$ cat src/rtl/fnd_pkg.sv
// -----------------------------------------------------------------------------
// fnd_pkg
// Shared constants and helpers for the 7-segment scan controller.
//   SEG_BLANK      : all segments off (segments are active-low)
//   DP_BIT         : bit position of the decimal point in the segment byte
//   HEX_SEG_TABLE  : hex nibble -> {a,b,c,d,e,f,g,1}, entry 0 in the low byte
//   hex_to_seg()   : table lookup with optional decimal point
// -----------------------------------------------------------------------------
package fnd_pkg;

    localparam logic [7:0] SEG_BLANK = 8'hFF;
    localparam int         DP_BIT    = 0;

    localparam logic [15:0][7:0] HEX_SEG_TABLE = {
        8'h71, 8'h61, 8'h85, 8'h63, 8'hC1, 8'h11, 8'h09, 8'h01,
        8'h1F, 8'h41, 8'h49, 8'h99, 8'h0D, 8'h25, 8'h9F, 8'h03
    };

    function automatic logic [7:0] hex_to_seg(input logic [3:0] nibble, input logic dp);
        logic [7:0] seg;
        seg = HEX_SEG_TABLE[nibble];
        if (dp) begin
            seg[DP_BIT] = 1'b0;
        end
        return seg;
    endfunction

endpackage

$ cat src/rtl/fnd_seg_encode.sv
// -----------------------------------------------------------------------------
// fnd_seg_encode
// Combinational segment encoder for one digit.
//   nibble : hex value to show
//   dp     : 1 = light the decimal point
//   blank  : 1 = force all segments off
//   seg    : {a,b,c,d,e,f,g,dp}, active-low
// -----------------------------------------------------------------------------
module fnd_seg_encode
    import fnd_pkg::*;
(
    input  logic [3:0] nibble,
    input  logic       dp,
    input  logic       blank,
    output logic [7:0] seg
);

    always_comb begin
        seg = blank ? SEG_BLANK : hex_to_seg(nibble, dp);
    end

endmodule

$ cat src/rtl/fnd_scan_ctrl.sv
// -----------------------------------------------------------------------------
// fnd_scan_ctrl
// Multiplexed common-anode 7-segment scan controller with hex decode,
// per-digit dp/blank/blink masks, PWM dimming and frame-aligned shadow loading.
//   CLK, RESET  : clock, asynchronous active-high reset
//   digit_data  : packed nibbles, most significant nibble = digit 0 (leftmost)
//   dp_mask     : decimal point enables, MSB = digit 0
//   blank_mask  : digit dark, MSB = digit 0
//   blink_mask  : digit blinks, MSB = digit 0
//   brightness  : 0 = dimmest, all-ones = 100% duty
//   load        : strobe capturing all of the above
//   pending     : captured set waiting for the next frame boundary
//   frame_tick  : one-cycle pulse the cycle after each frame boundary
//   FND_COM     : one-hot digit enable, active-high, MSB = digit 0
//   FND_DATA    : segments {a,b,c,d,e,f,g,dp}, active-low
// -----------------------------------------------------------------------------
module fnd_scan_ctrl
    import fnd_pkg::*;
#(
    parameter int NUM_DIGITS   = 4,
    parameter int SCAN_BITS    = 16,
    parameter int DIM_BITS     = 2,
    parameter int BLINK_FRAMES = 64
) (
    input  logic                    CLK,
    input  logic                    RESET,
    input  logic [4*NUM_DIGITS-1:0] digit_data,
    input  logic [NUM_DIGITS-1:0]   dp_mask,
    input  logic [NUM_DIGITS-1:0]   blank_mask,
    input  logic [NUM_DIGITS-1:0]   blink_mask,
    input  logic [DIM_BITS-1:0]     brightness,
    input  logic                    load,
    output logic                    pending,
    output logic                    frame_tick,
    output logic [NUM_DIGITS-1:0]   FND_COM,
    output logic [7:0]              FND_DATA
);

    localparam int DIG_W = (NUM_DIGITS > 1) ? $clog2(NUM_DIGITS) : 1;
    localparam int FRM_W = (BLINK_FRAMES > 1) ? $clog2(BLINK_FRAMES) : 1;
    localparam logic [DIG_W-1:0] LAST_DIGIT = DIG_W'(NUM_DIGITS - 1);
    localparam logic [FRM_W-1:0] LAST_FRAME = FRM_W'(BLINK_FRAMES - 1);

    logic [SCAN_BITS-1:0]    slot_q, slot_d;
    logic [DIG_W-1:0]        digit_q, digit_d;
    logic [FRM_W-1:0]        frame_q, frame_d;
    logic                    blink_ph_q, blink_ph_d;
    logic                    pending_q, pending_d;
    logic                    tick_q, tick_d;
    logic [NUM_DIGITS-1:0]   com_q, com_d;
    logic [7:0]              seg_q, seg_d;

    logic [4*NUM_DIGITS-1:0] hold_data_q, hold_data_d, act_data_q, act_data_d;
    logic [NUM_DIGITS-1:0]   hold_dp_q, hold_dp_d, act_dp_q, act_dp_d;
    logic [NUM_DIGITS-1:0]   hold_blank_q, hold_blank_d, act_blank_q, act_blank_d;
    logic [NUM_DIGITS-1:0]   hold_blink_q, hold_blink_d, act_blink_q, act_blink_d;
    logic [DIM_BITS-1:0]     hold_bright_q, hold_bright_d, act_bright_q, act_bright_d;

    logic                    slot_wrap, boundary, dim_on;
    logic [DIM_BITS-1:0]     dim_phase;
    logic [3:0]              sel_nibble;
    logic                    sel_dp, sel_blank;
    logic [NUM_DIGITS-1:0]   sel_com;
    logic [7:0]              enc_seg;

    // Scan counters, blink phase and the hold/active shadow registers.
    always_comb begin
        slot_wrap = &slot_q;
        boundary  = slot_wrap && (digit_q == LAST_DIGIT);

        slot_d  = slot_q + SCAN_BITS'(1);
        digit_d = digit_q;
        if (slot_wrap) begin
            digit_d = (digit_q == LAST_DIGIT) ? '0 : digit_q + DIG_W'(1);
        end

        frame_d    = frame_q;
        blink_ph_d = blink_ph_q;
        if (boundary) begin
            if (frame_q == LAST_FRAME) begin
                frame_d    = '0;
                blink_ph_d = ~blink_ph_q;
            end else begin
                frame_d = frame_q + FRM_W'(1);
            end
        end

        tick_d        = boundary;
        pending_d     = pending_q;
        hold_data_d   = hold_data_q;
        hold_dp_d     = hold_dp_q;
        hold_blank_d  = hold_blank_q;
        hold_blink_d  = hold_blink_q;
        hold_bright_d = hold_bright_q;
        act_data_d    = act_data_q;
        act_dp_d      = act_dp_q;
        act_blank_d   = act_blank_q;
        act_blink_d   = act_blink_q;
        act_bright_d  = act_bright_q;

        if (load) begin
            hold_data_d   = digit_data;
            hold_dp_d     = dp_mask;
            hold_blank_d  = blank_mask;
            hold_blink_d  = blink_mask;
            hold_bright_d = brightness;
        end

        if (boundary && load) begin
            // A load landing on the boundary goes straight to the display.
            act_data_d   = digit_data;
            act_dp_d     = dp_mask;
            act_blank_d  = blank_mask;
            act_blink_d  = blink_mask;
            act_bright_d = brightness;
            pending_d    = 1'b0;
        end else if (load) begin
            pending_d = 1'b1;
        end else if (boundary && pending_q) begin
            act_data_d   = hold_data_q;
            act_dp_d     = hold_dp_q;
            act_blank_d  = hold_blank_q;
            act_blink_d  = hold_blink_q;
            act_bright_d = hold_bright_q;
            pending_d    = 1'b0;
        end
    end

    // Digit selection; index 0 lives in the most significant field of each mask.
    always_comb begin
        sel_nibble = '0;
        sel_dp     = 1'b0;
        sel_blank  = 1'b1;
        sel_com    = '0;
        for (int i = 0; i < NUM_DIGITS; i++) begin
            if (digit_q == DIG_W'(i)) begin
                sel_nibble                = act_data_q[4*(NUM_DIGITS-1-i) +: 4];
                sel_dp                    = act_dp_q[NUM_DIGITS-1-i];
                sel_blank                 = act_blank_q[NUM_DIGITS-1-i]
                                          | (blink_ph_q & act_blink_q[NUM_DIGITS-1-i]);
                sel_com[NUM_DIGITS-1-i]   = 1'b1;
            end
        end
    end

    fnd_seg_encode u_seg_encode (
        .nibble (sel_nibble),
        .dp     (sel_dp),
        .blank  (sel_blank),
        .seg    (enc_seg)
    );

    // PWM: the slot's top bits act as a ramp compared against brightness.
    always_comb begin
        dim_phase = slot_q[SCAN_BITS-1 -: DIM_BITS];
        dim_on    = (dim_phase <= act_bright_q);
        com_d     = dim_on ? sel_com : '0;
        seg_d     = dim_on ? enc_seg : SEG_BLANK;
    end

    // Register stage: everything above becomes visible one cycle later.
    always_ff @(posedge CLK or posedge RESET) begin
        if (RESET) begin
            slot_q        <= '0;
            digit_q       <= '0;
            frame_q       <= '0;
            blink_ph_q    <= 1'b0;
            pending_q     <= 1'b0;
            tick_q        <= 1'b0;
            com_q         <= '0;
            seg_q         <= SEG_BLANK;
            hold_data_q   <= '0;
            hold_dp_q     <= '0;
            hold_blank_q  <= '1;
            hold_blink_q  <= '0;
            hold_bright_q <= '0;
            act_data_q    <= '0;
            act_dp_q      <= '0;
            act_blank_q   <= '1;
            act_blink_q   <= '0;
            act_bright_q  <= '0;
        end else begin
            slot_q        <= slot_d;
            digit_q       <= digit_d;
            frame_q       <= frame_d;
            blink_ph_q    <= blink_ph_d;
            pending_q     <= pending_d;
            tick_q        <= tick_d;
            com_q         <= com_d;
            seg_q         <= seg_d;
            hold_data_q   <= hold_data_d;
            hold_dp_q     <= hold_dp_d;
            hold_blank_q  <= hold_blank_d;
            hold_blink_q  <= hold_blink_d;
            hold_bright_q <= hold_bright_d;
            act_data_q    <= act_data_d;
            act_dp_q      <= act_dp_d;
            act_blank_q   <= act_blank_d;
            act_blink_q   <= act_blink_d;
            act_bright_q  <= act_bright_d;
        end
    end

    assign pending    = pending_q;
    assign frame_tick = tick_q;
    assign FND_COM    = com_q;
    assign FND_DATA   = seg_q;

endmodule

$ cat config.mk
export PLATFORM = sky130hd
export DESIGN_NAME = fnd_scan_ctrl
export DESIGN_NICKNAME = d
export VERILOG_FILES = /design/src/rtl/fnd_pkg.sv /design/src/rtl/fnd_seg_encode.sv /design/src/rtl/fnd_scan_ctrl.sv
export SDC_FILE = /design/constraint.sdc
export NUM_CORES = 1
export LEC_CHECK = 0
export BUFFER_PORTS_ARGS = -buffer_cell sky130_fd_sc_hd__buf_4
export CORE_MARGIN = 2
export CORE_UTILIZATION = 50
export CTS_BUF_LIST = sky130_fd_sc_hd__clkbuf_4
export DETAILED_ROUTE_END_ITERATION = 7
export GPL_ROUTABILITY_DRIVEN = 1
export PLACE_DENSITY = 0.71
export SETUP_SLACK_MARGIN = 0.02
export SKIP_CTS_REPAIR_TIMING = 1
export SYNTH_ARGS = -nofsm -noshare
export SYNTH_HDL_FRONTEND = slang
export SYNTH_SLANG_ARGS = --single-unit
$ cat constraint.sdc
create_clock -name CLK -period 4 [get_ports CLK]
set_input_delay 0.4 -clock CLK [delete_from_list [all_inputs] [get_ports CLK]]
set_output_delay 0.4 -clock CLK [all_outputs]
set_load 0.02 [all_outputs]
# After elaboration in Yosys (flattened, before gate mapping)

Memories as Yosys holds them, arrays and structs flattened.
Index checks and enable logic that the tools add are counted.
W data, S select, Z words.

Memories kept: 1
Bits in read-only memories: 128
Bits in registers: 99
Logic and storage cells: 88
Output and inout bits: 14

Reductions and logical operators: 9
Equality and inequality tests: 5
Order comparisons: 2
Bitwise logic cells: 9
Add/subtract/negate cells: 3
Mux-type cells: 41

Memory list:

| name            | words | bits a word | rd ports | clocked after memory_dff | write ports | RTL line      | RTL |
|---|---|---|---|---|---|---|---|
| (no name shown) | 16    | 8           | 1        | 0                        | 0           | fnd_pkg.sv:21 | `seg = HEX_SEG_TABLE[nibble];` |

Operators by type and width:

| cell                    | number |
|---|---|
| $mux W4                 | 14 |
| $mux W16                | 3 |
| $mux W8                 | 3 |
| $add A16 B1 Y16 const B | 1 |
| $mux W1                 | 16 |
| $reduce_and A16 Y1      | 1 |
| $mux W2                 | 4 |
| $add A6 B1 Y6 const B   | 1 |
| $eq A6 B6 Y1 const B    | 1 |
| $mux W6                 | 1 |
| $lt A4 B5 Y1 const B    | 1 |
| $and A1 B1 Y1           | 4 |
| $eq A2 B2 Y1 const B    | 2 |
| $or A1 B1 Y1            | 4 |
| $reduce_and A2 Y1       | 2 |
| $logic_and A1 B1 Y1     | 3 |
| $reduce_bool A3 Y1      | 1 |
| $add A2 B1 Y2 const B   | 1 |
| $eq A2 B1 Y1 const B    | 1 |
| $le A2 B2 Y1            | 1 |
| $logic_not A2 Y1        | 1 |
| $ne A2 B1 Y1 const B    | 1 |
| $reduce_bool A2 Y1      | 1 |
| $not A1 Y1              | 1 |

# Depth between registers and ports, before layout

Gate-level depths: netlist (run 1).

Word-level depth: 10
Mapped depth: 11

# By module

Synthesis (run 1) repeated with hierarchy kept, for this count alone.

Cell total of the unflattened synthesis: 340
Area, all modules: 4540.6 sq um

By module, submodules not included:

| module         | seq. area each (sq um) | cells an instance | times used | area each (sq um) |
|---|---|---|---|---|
| fnd_scan_ctrl  | 2497.4                 | 303               | 1          | 4242.8 |
| fnd_seg_encode | 0.0                    | 37                | 1          | 297.8 |

# Worst setup path after synthesis (run 1)

Ideal clock, no wire load.

Path kind: register -> register
Start point: register digit_q[0]
End point: register seg_q[6], in the netlist FND_DATA[6]
Data arrival time: 2.100 ns
Path slack: 1.801 ns
Setup time: 0.098 ns
Required time: 3.902 ns
Buffers on the path: 1
Cell stages (with the launch flop): 11
Cell sequence: dfrtp_1 > ha_1 > buf_2 > nor2b_1 > a22oi_1 > a21oi_1 > inv_1 > ha_1 > nor2_1 > a211o_1 > o311ai_1

Word-level cells in the longest chain between the ends: 9

Ends and longest elaborated chain:

| item                          | RTL line             | RTL |
|---|---|---|
| start, declared               | fnd_scan_ctrl.sv:45  | `logic [DIG_W-1:0] digit_q, digit_d;` |
| start signal, assigned        | fnd_scan_ctrl.sv:184 | `digit_q <= digit_d;` |
| $logic_not A2 Y1              | fnd_scan_ctrl.sv:136 | `if (digit_q == DIG_W'(i)) begin` |
| $mux W4 (4 in a row)          | fnd_scan_ctrl.sv:136 |  |
| $mem_v2 Z16 W8                | n/a                  |  |
| $mux W8 (not written as such) | fnd_pkg.sv:21        |  |
| $mux W8 *                     | fnd_seg_encode.sv:19 | `seg = blank ? SEG_BLANK : hex_to_seg(nibble, dp);` |
| $mux W8 *                     | fnd_scan_ctrl.sv:158 | `seg_d = dim_on ? enc_seg : SEG_BLANK;` |
| net seg_d[6]                  | fnd_scan_ctrl.sv:51  | `logic [7:0] seg_q, seg_d;` |
| end signal, assigned          | fnd_scan_ctrl.sv:190 | `seg_q <= seg_d;` |
| end, declared                 | fnd_scan_ctrl.sv:51  |  |

The timed path passes the listed nets; every way through them passes the cells marked *. The select of a mux whose other input is x is not followed.
A chain may end at the register's enable or synchronous reset.

# Final worst setup path (run 1)

Start point: register digit_q[1]
End point: register seg_q[6], in the netlist FND_DATA[6]

The elaborated chain is that of the path after synthesis.

==> summary.md, run 1 <==
| Metric | Value |
|---|---|
| Outcome | completed |
| Io pins | 47 |
| Inserted Clock Buffers | 9 |
| Share of layout cells above drive strength 1 | 39.0% |
| Crit-path max cell delay | 420 ps |
| DR iter-0 viols | 68 |
| Clk_skew | 17.2 ps |
| Netlist cell types | 47 |
| CTS max path bufs | 2 |
| Grt ovf | 0 |
| CTS Root Cell | clkbuf_4 |
| Met2 Resource Use GR | 26.5% |
| Post-synthesis compound-gate area fraction | 6.06% |
| CP arrival | 2980 ps |
| Max-slew violations | 0 |
| Sw power | 0.000458 W |
| Via/cell ratio | 5.27 |
| PwrDens | 345 nW/µm² |
| Die span in x | 98.7 µm |
| Post-Synth XOR/XNOR Area | 3.32% |
| Rel. slew slack | 43.1% |
| Clock slew at reported path FFs | 170 ps |
| Switching share of power | 26.2% |
| Chip Height | 98.7 µm |
| Fmax | 382 MHz |
| Final count of negative-setup-slack endpoints | 0 |
| Mux share of post-synthesis cell area | 18.5% |
| Synth Area in Adders | 3.91% |
| Share of total power in the clock network | 28.2% |
| WP data required | 4360 ps |
| Yosys Warn Count | 0 |
| Tmin final | 2620 ps |
| CTS tree | done |
| CTS H-tree lvls | 3 |
| Synth Instances | 334 |
| First-pass GRT wire length | 13600 µm |
| DRC | 0 |
| Pint | 0.00129 W |
| Synthesized area | 4480 µm² |
| Setup TNS | 0 ps |
| Clk sinks | 99 |
| M3 GR Usage | 4.61% |
| Max cap viols | 0 |
| Core Footprint | 8720 µm² |
| Syn Area/Cell | 13.4 µm² |
| Slew @ Worst Pin | 853 ps |
| Pin count of the biggest net entering global routing | 51 |
| GP Congestion | 0.882 |
| Largest family of logic cells by synthesized area | multiplexers |
| Cell Count, Final, Fillers Out | 498 |
| Antenna Diode Count | 0 |
| DP Wirelength | 5600 µm |
| Initial antenna violation count | 0 |
| Layout area overhead | 13.1% |
| Vias in the first global route | 2794 |
| Startpoint Class | flop |
| Tcrit/Tclk final | 65.4% |
| Worst setup EP type | flop |
| Layout net count | 432 |
| Worst Path Class, Setup | flop to flop |
| Share of flip-flops with an asynchronous set or reset | 100% |
| Synthesized Nets | 381 |
| R2r worst-path depth | 10 |
| Yosys reg bits | 99 |
| Register area share after synthesis | 55.7% |
| Starting density of the core | 51.4% |
| Final Total Pwr | 0.00175 W |
| Port Buffers | 46 |
| Peak supply drop | 0.160 mV |
| Pre-CTS setup slack | 1410 ps |
| Full die area | 9740 µm² |
| Num rows | 34 |
| Post-Synth Simple-Gate Area | 9.69% |
| Antenna viol nets, final | 0 |
| CP Cell Sequence | inv_1 > ha_1 > nor2b_1 > a22oi_1 > a21oi_1 > inv_1 > ha_1 > nor2_1 > a211o_1 > o311ai_1 |
| Final setup margin | 1380 ps |
| Main synth FF type | dfrtp_1 |
| GR Util met1 | 25.0% |
| Crit-path slowest cell | dfrtp_1 |
| Unrepaired setup endpoints after global routing | no |
| Gr busiest metal | met2 |
| Leak Pwr | 2.31 nW |
| Sequential power share | 61.8% |
| Total track usage | 17.6% |
| DRT Wirelength | 7790 µm |
| Via count | 2624 |
| TritonRoute pass-1 iters | 4 |
| EDFF count, synth | 0 |
| Hold Path Class | input pin to async pin |
| Hold Vio Cnt, Final | 0 |
| Routed len/inst | 15.6 µm |
| Clk Latency, worst-skew pair | 460 ps |
| Combinational Power Share | 10.0% |
| Dpl cells | 482 |
| Max Fanout on Critical Path | 10 |
cells in the final DEF, fill, tap and decap left out, types with 9 or more instances in the layout:
cell type / instances
clkbuf_4: 9
buf_4: 49
nand2_1: 23
dfstp_2: 16
a21oi_1: 11
mux2_2: 31
ha_1: 14
inv_1: 13
mux2_4: 30
dfrtp_1: 83
xnor2_1: 12
Yosys cell counts, drive strengths merged (4+ instances only):
cell type   n  area (µm²)
buf         9        60.1
dfstp      16         420
and2        7        43.8
and3        5        32.5
nand2      23        86.3
nand3       8        40.0
dfrtp      83        2080
nand4       6        43.8
xor2        5        43.8
o31ai       4        30.0
o21ai       4        20.0
ha         14         175
inv        16        60.1
nor2        7        26.3
nor2b       6        37.5
o221ai      5        43.8
a21oi      11        55.1
xnor2      12         105
mux2       61         800
state kept, by name, summed over array words and instances (netlist names), 4 cells and up:
name	count
act_data_q	16
hold_data_q	16
slot_q	16
FND_DATA	8
frame_q	6
FND_COM	4
act_blank_q	4
act_blink_q	4
act_dp_q	4
hold_blank_q	4
hold_blink_q	4
hold_dp_q	4
power groups by stage:
stage / clock (W) / sequential, W / combinational, W
2_1_floorplan: 0 / 0.00111 / 0.000100
3_3_place_gp: 0 / 0.00110 / 0.000174
3_5_place_dp: 0 / 0.00110 / 0.000179
4_1_cts: 0.000513 / 0.00108 / 0.000179
5_1_grt: 0.000554 / 0.00109 / 0.000193
6_report: 0.000493 / 0.00108 / 0.000175
critical path: cells and delay by family (launching register included):
kind / cells / cell delay, ps
AOI/OAI and AO/OA: 4 / 840
adders and majority gates: 2 / 610
DFF: 1 / 420
and+or+nand+nor: 2 / 360
buffers and inverters: 2 / 290
cells by family after synthesis:
logic type | count (synthesis)
flip-flops | 99
AND/OR/NAND/NOR | 77
multiplexers | 64
AO/OA/AOI/OAI | 37
buffers and inverters | 26
XOR/XNOR | 17
adder cells (fa/ha/maj) | 14
cell type report:
cell class / count / area [µm²]
well taps: 108 / 135
repair buffers: 50 / 388
multi-input cells: 209 / 1860
fillers: 720 / 3650
clock inverters: 7 / 58.8
clock buffers: 9 / 67.6
inverters: 16 / 61.3
flip-flops and latches: 99 / 2500
worst paths after layout:
kind | start | end | slack (ps)
min in group CLK | blink_mask[3] | hold_blink_q[3]$_DFFE_PP0P_ | 180
max reg2reg | digit_q[1]$_DFFE_PP0P_ | FND_DATA[6]$_DFF_PP1_ | 1380
max | digit_q[1]$_DFFE_PP0P_ | FND_DATA[6]$_DFF_PP1_ | 1380
min | RESET | frame_q[4]$_DFFE_PP0P_ | 70
max in group asynchronous | RESET | FND_DATA[4]$_DFF_PP1_ | 3050
min reg2reg | slot_q[0]$_DFF_PP0_ | slot_q[0]$_DFF_PP0_ | 480
through the flow:
stage | utilization (%) | instance area, µm² | hold slack (ps)
finish | 58.1 | 5070 | 72.5
global route | 58.1 | 5070 | 96.9
CTS | 58.1 | 5070 | 68.4
detailed placement | 56.7 | 4940 | 458
global placement | 56.7 | 4940 | 454
floorplan | - | 4480 | 436
metal layers:
metal	wire length (µm)	part of all wire (%)	up-vias
met3	347	4.5	12
met4	158	2.0	0
met1	3700	48	1280
li1	-	-	1274
met2	3580	46	58
met5	0	0	-
(Power assumes the default switching activity.)
==> inputs of run 2 (changes only) <==
==> constraint.sdc (replaced) <==
create_clock -name CLK -period 2.7 [get_ports CLK]
set_input_delay 0.27 -clock CLK [delete_from_list [all_inputs] [get_ports CLK]]
set_output_delay 0.27 -clock CLK [all_outputs]
set_load 0.02 [all_outputs]
==> run 2 against run 1 <==
Compared with the run above: fmax up 9.7%; die area unchanged; first-iteration DRC count up 8.8%; critical path depth down 1; global-route usage down 0.093 points; clock power up 36%; clock skew up 4.1 ps; design area up 0.79%; combinational power up 51%; register-to-register slack worse by 1100 ps; critical endpoint unchanged; largest power group unchanged.
==> summary.md, run 2 (synthesis results as in run 1) <==
| Metric | Value |
|---|---|
| GR Util met1 | 23.4% (-1.6 points) |
| Port Buffers | 46 (unchanged) |
| Layout net count | 437 (+1.2%) |
| First-pass GRT wire length | 13600 µm (-0.35%) |
| Commonest non-fill, non-tap cell in the layout | dfrtp_1 |
| Final setup margin | 314 ps (-1070 ps) |
| Outcome | completed |
| Crit-path max cell delay | 450 ps (+30 ps) |
| Unrepaired setup endpoints after global routing | no |
| Pin count of the biggest net entering global routing | 45 (-12%) |
| DRT Wirelength | 7770 µm (-0.24%) |
| WP data required | 3050 ps (-1310 ps) |
| Worst setup EP type | flop |
| TritonRoute pass-1 iters | 4 (unchanged) |
| Num rows | 34 (unchanged) |
| Most frequent cells in the layout | dfrtp_1, buf_4, mux2_2, mux2_4, nand2_1 |
| Clk_skew | 21.4 ps (+4.14 ps) |
| M3 GR Usage | 3.48% (-1.1 points) |
| Starting density of the core | 51.4% (unchanged) |
| CTS H-tree lvls | 3 (unchanged) |
| Hold Path Cell Cnt | 2 |
| Leak Pwr | 2.33 nW (+1.1%) |
| PwrDens | 496 nW/µm² (+44%) |
| Total track usage | 17.5% (-0.093 points) |
| Layout area overhead | 14.0% |
| Antenna Diode Count | 0 (unchanged) |
| DR iter-0 viols | 74 (+8.8%) |
| Crit path depth | 9 (-1) |
| Initial antenna violation count | 0 (unchanged) |
| Met2 Resource Use GR | 28.3% (+1.8 points) |
| Gr busiest metal | met2 |
| R2r worst-path depth | 9 (-1) |
| Dpl cells | 486 (+0.83%) |
| Tmin final | 2390 ps (-231 ps) |
| Chip Height | 98.7 µm (unchanged) |
| Max Fanout on Critical Path | 13 (+3) |
| Io pins | 47 (unchanged) |
| Tcrit/Tclk final | 88.4% (+23 points) |
| Full die area | 9740 µm² (unchanged) |
| Clk Latency, worst-skew pair | 450 ps (about the same) |
| Routed len/inst | 15.4 µm (-1.2%) |
| Vias in the first global route | 2778 (-0.57%) |
| Share of layout cells above drive strength 1 | 39.2% (+0.27 points) |
| Largest registers | act_data_q (16), hold_data_q (16), slot_q (16) |
| CTS Root Cell | clkbuf_4 |
| Clock slew at reported path FFs | 160 ps (about the same) |
| GP Congestion | 0.811 (-8.0%) |
| CP delay by family, top | compound AO/OA/AOI/OAI gates |
| Clk sinks | 99 (unchanged) |
| Hold Path Class | input pin to flop |
| Buf+Inv Stages, Crit Path | 2 (unchanged) |
| Startpoint Class | flop |
| Final count of negative-setup-slack endpoints | 0 (unchanged) |
| CTS tree | done |
| Crit-path slowest cell | dfrtp_1 |
| Hold Vio Cnt, Final | 0 (unchanged) |
| Via count | 2702 (+3.0%) |
| DRC | 0 (unchanged) |
| CP arrival | 2730 ps (-250 ps) |
| CTS max path bufs | 2 (unchanged) |
| Max-slew violations | 0 (unchanged) |
| CP Cell Sequence | ha_1 > inv_1 > o22ai_1 > a21oi_1 > inv_1 > ha_1 > nor2_1 > a211o_1 > o311ai_1 |
| Setup TNS | 0 ps (unchanged) |
| Worst Path Class, Setup | flop to flop |
| Rel. slew slack | 52.4% (+9.3 points) |
| Cell Count, Final, Fillers Out | 503 (+1.0%) |
| Grt ovf | 0 (unchanged) |
| Fillers | 716 (-0.56%) |
| Via/cell ratio | 5.37 (+1.9%) |
| Fmax | 419 MHz (+9.7%) |
| Max cap viols | 0 (unchanged) |
| Pre-CTS setup slack | 321 ps (-1090 ps) |
| R2R Setup Slk | 310 ps (-1070 ps) |
| Core Footprint | 8720 µm² (unchanged) |
| Peak supply drop | 0.268 mV (+68%) |
| DP Wirelength | 5580 µm (-0.39%) |
| Die span in x | 98.7 µm (unchanged) |
| Antenna viol nets, final | 0 (unchanged) |
| Inserted Clock Buffers | 9 (unchanged) |
| Slew @ Worst Pin | 713 ps (-140 ps) |
run 2: cell types whose count changed in the layout (fill, tap and decap cells not counted), sizes merged:
cell / before / now
buf: 50 / 54
inv: 19 / 16
clkinv: 2 / 5
dlygate4sd3: 0 / 1
run 2: layer usage:
metal | vias up | share of wire (%) | wire length [µm]
met1 | 1339 | 46 | 3600
met2 | 61 | 47 | 3680
li1 | 1287 | - | -
met3 | 15 | 4.1 | 315
met5 | - | 0 | 0
met4 | 0 | 2.2 | 170
run 2: worst register-to-register path: cells and delay by family, from the launching register on:
family          cells  cell delay (ps)
flops               1              450
fa+ha+maj           2              660
simple gates        1               40
buf+inv             2              400
compound gates      4              770
run 2: layout make-up:
class | instances | area, µm² | share of cell area, %
Multi-Input combinational cell | 209 | 1860 | 36.4
Inverter | 16 | 63.8 | 1.25
Clock inverter | 7 | 43.8 | 0.857
Tap cell | 108 | 135 | 2.65
Sequential cell | 99 | 2500 | 48.9
Timing Repair Buffer | 55 | 440 | 8.62
Clock buffer | 9 | 67.6 | 1.32
run 2: path summary, 6_finish.rpt:
kind / endpoint / from
hold reg to reg: slot_q[0]$_DFF_PP0_ / slot_q[0]$_DFF_PP0_
max in group asynchronous: act_data_q[14]$_DFFE_PP0P_ / RESET
setup / recovery: FND_DATA[6]$_DFF_PP1_ / digit_q[0]$_DFFE_PP0P_
min in group asynchronous: hold_dp_q[1]$_DFFE_PP0P_ / RESET
hold / removal: hold_dp_q[1]$_DFFE_PP0P_ / dp_mask[1]
setup reg to reg: FND_DATA[6]$_DFF_PP1_ / digit_q[0]$_DFFE_PP0P_
run 2: per-stage QoR:
stage	hold WS [ps]	area [µm²]	power (W)	util, %
global route	34.7	5110	0.00266	58.6
finish	57.9	5110	0.00253	58.6
CTS	-81.5	5100	0.00257	58.5
global placement	424	4990	0.00189	57.2
detailed placement	429	4990	0.00190	57.2
floorplan	436	4490	0.00179	-
run 2: power breakdown:
group          switching (W)  internal [W]
clock network       0.000483      0.000187
registers          0.0000266       0.00157
logic               0.000126      0.000139
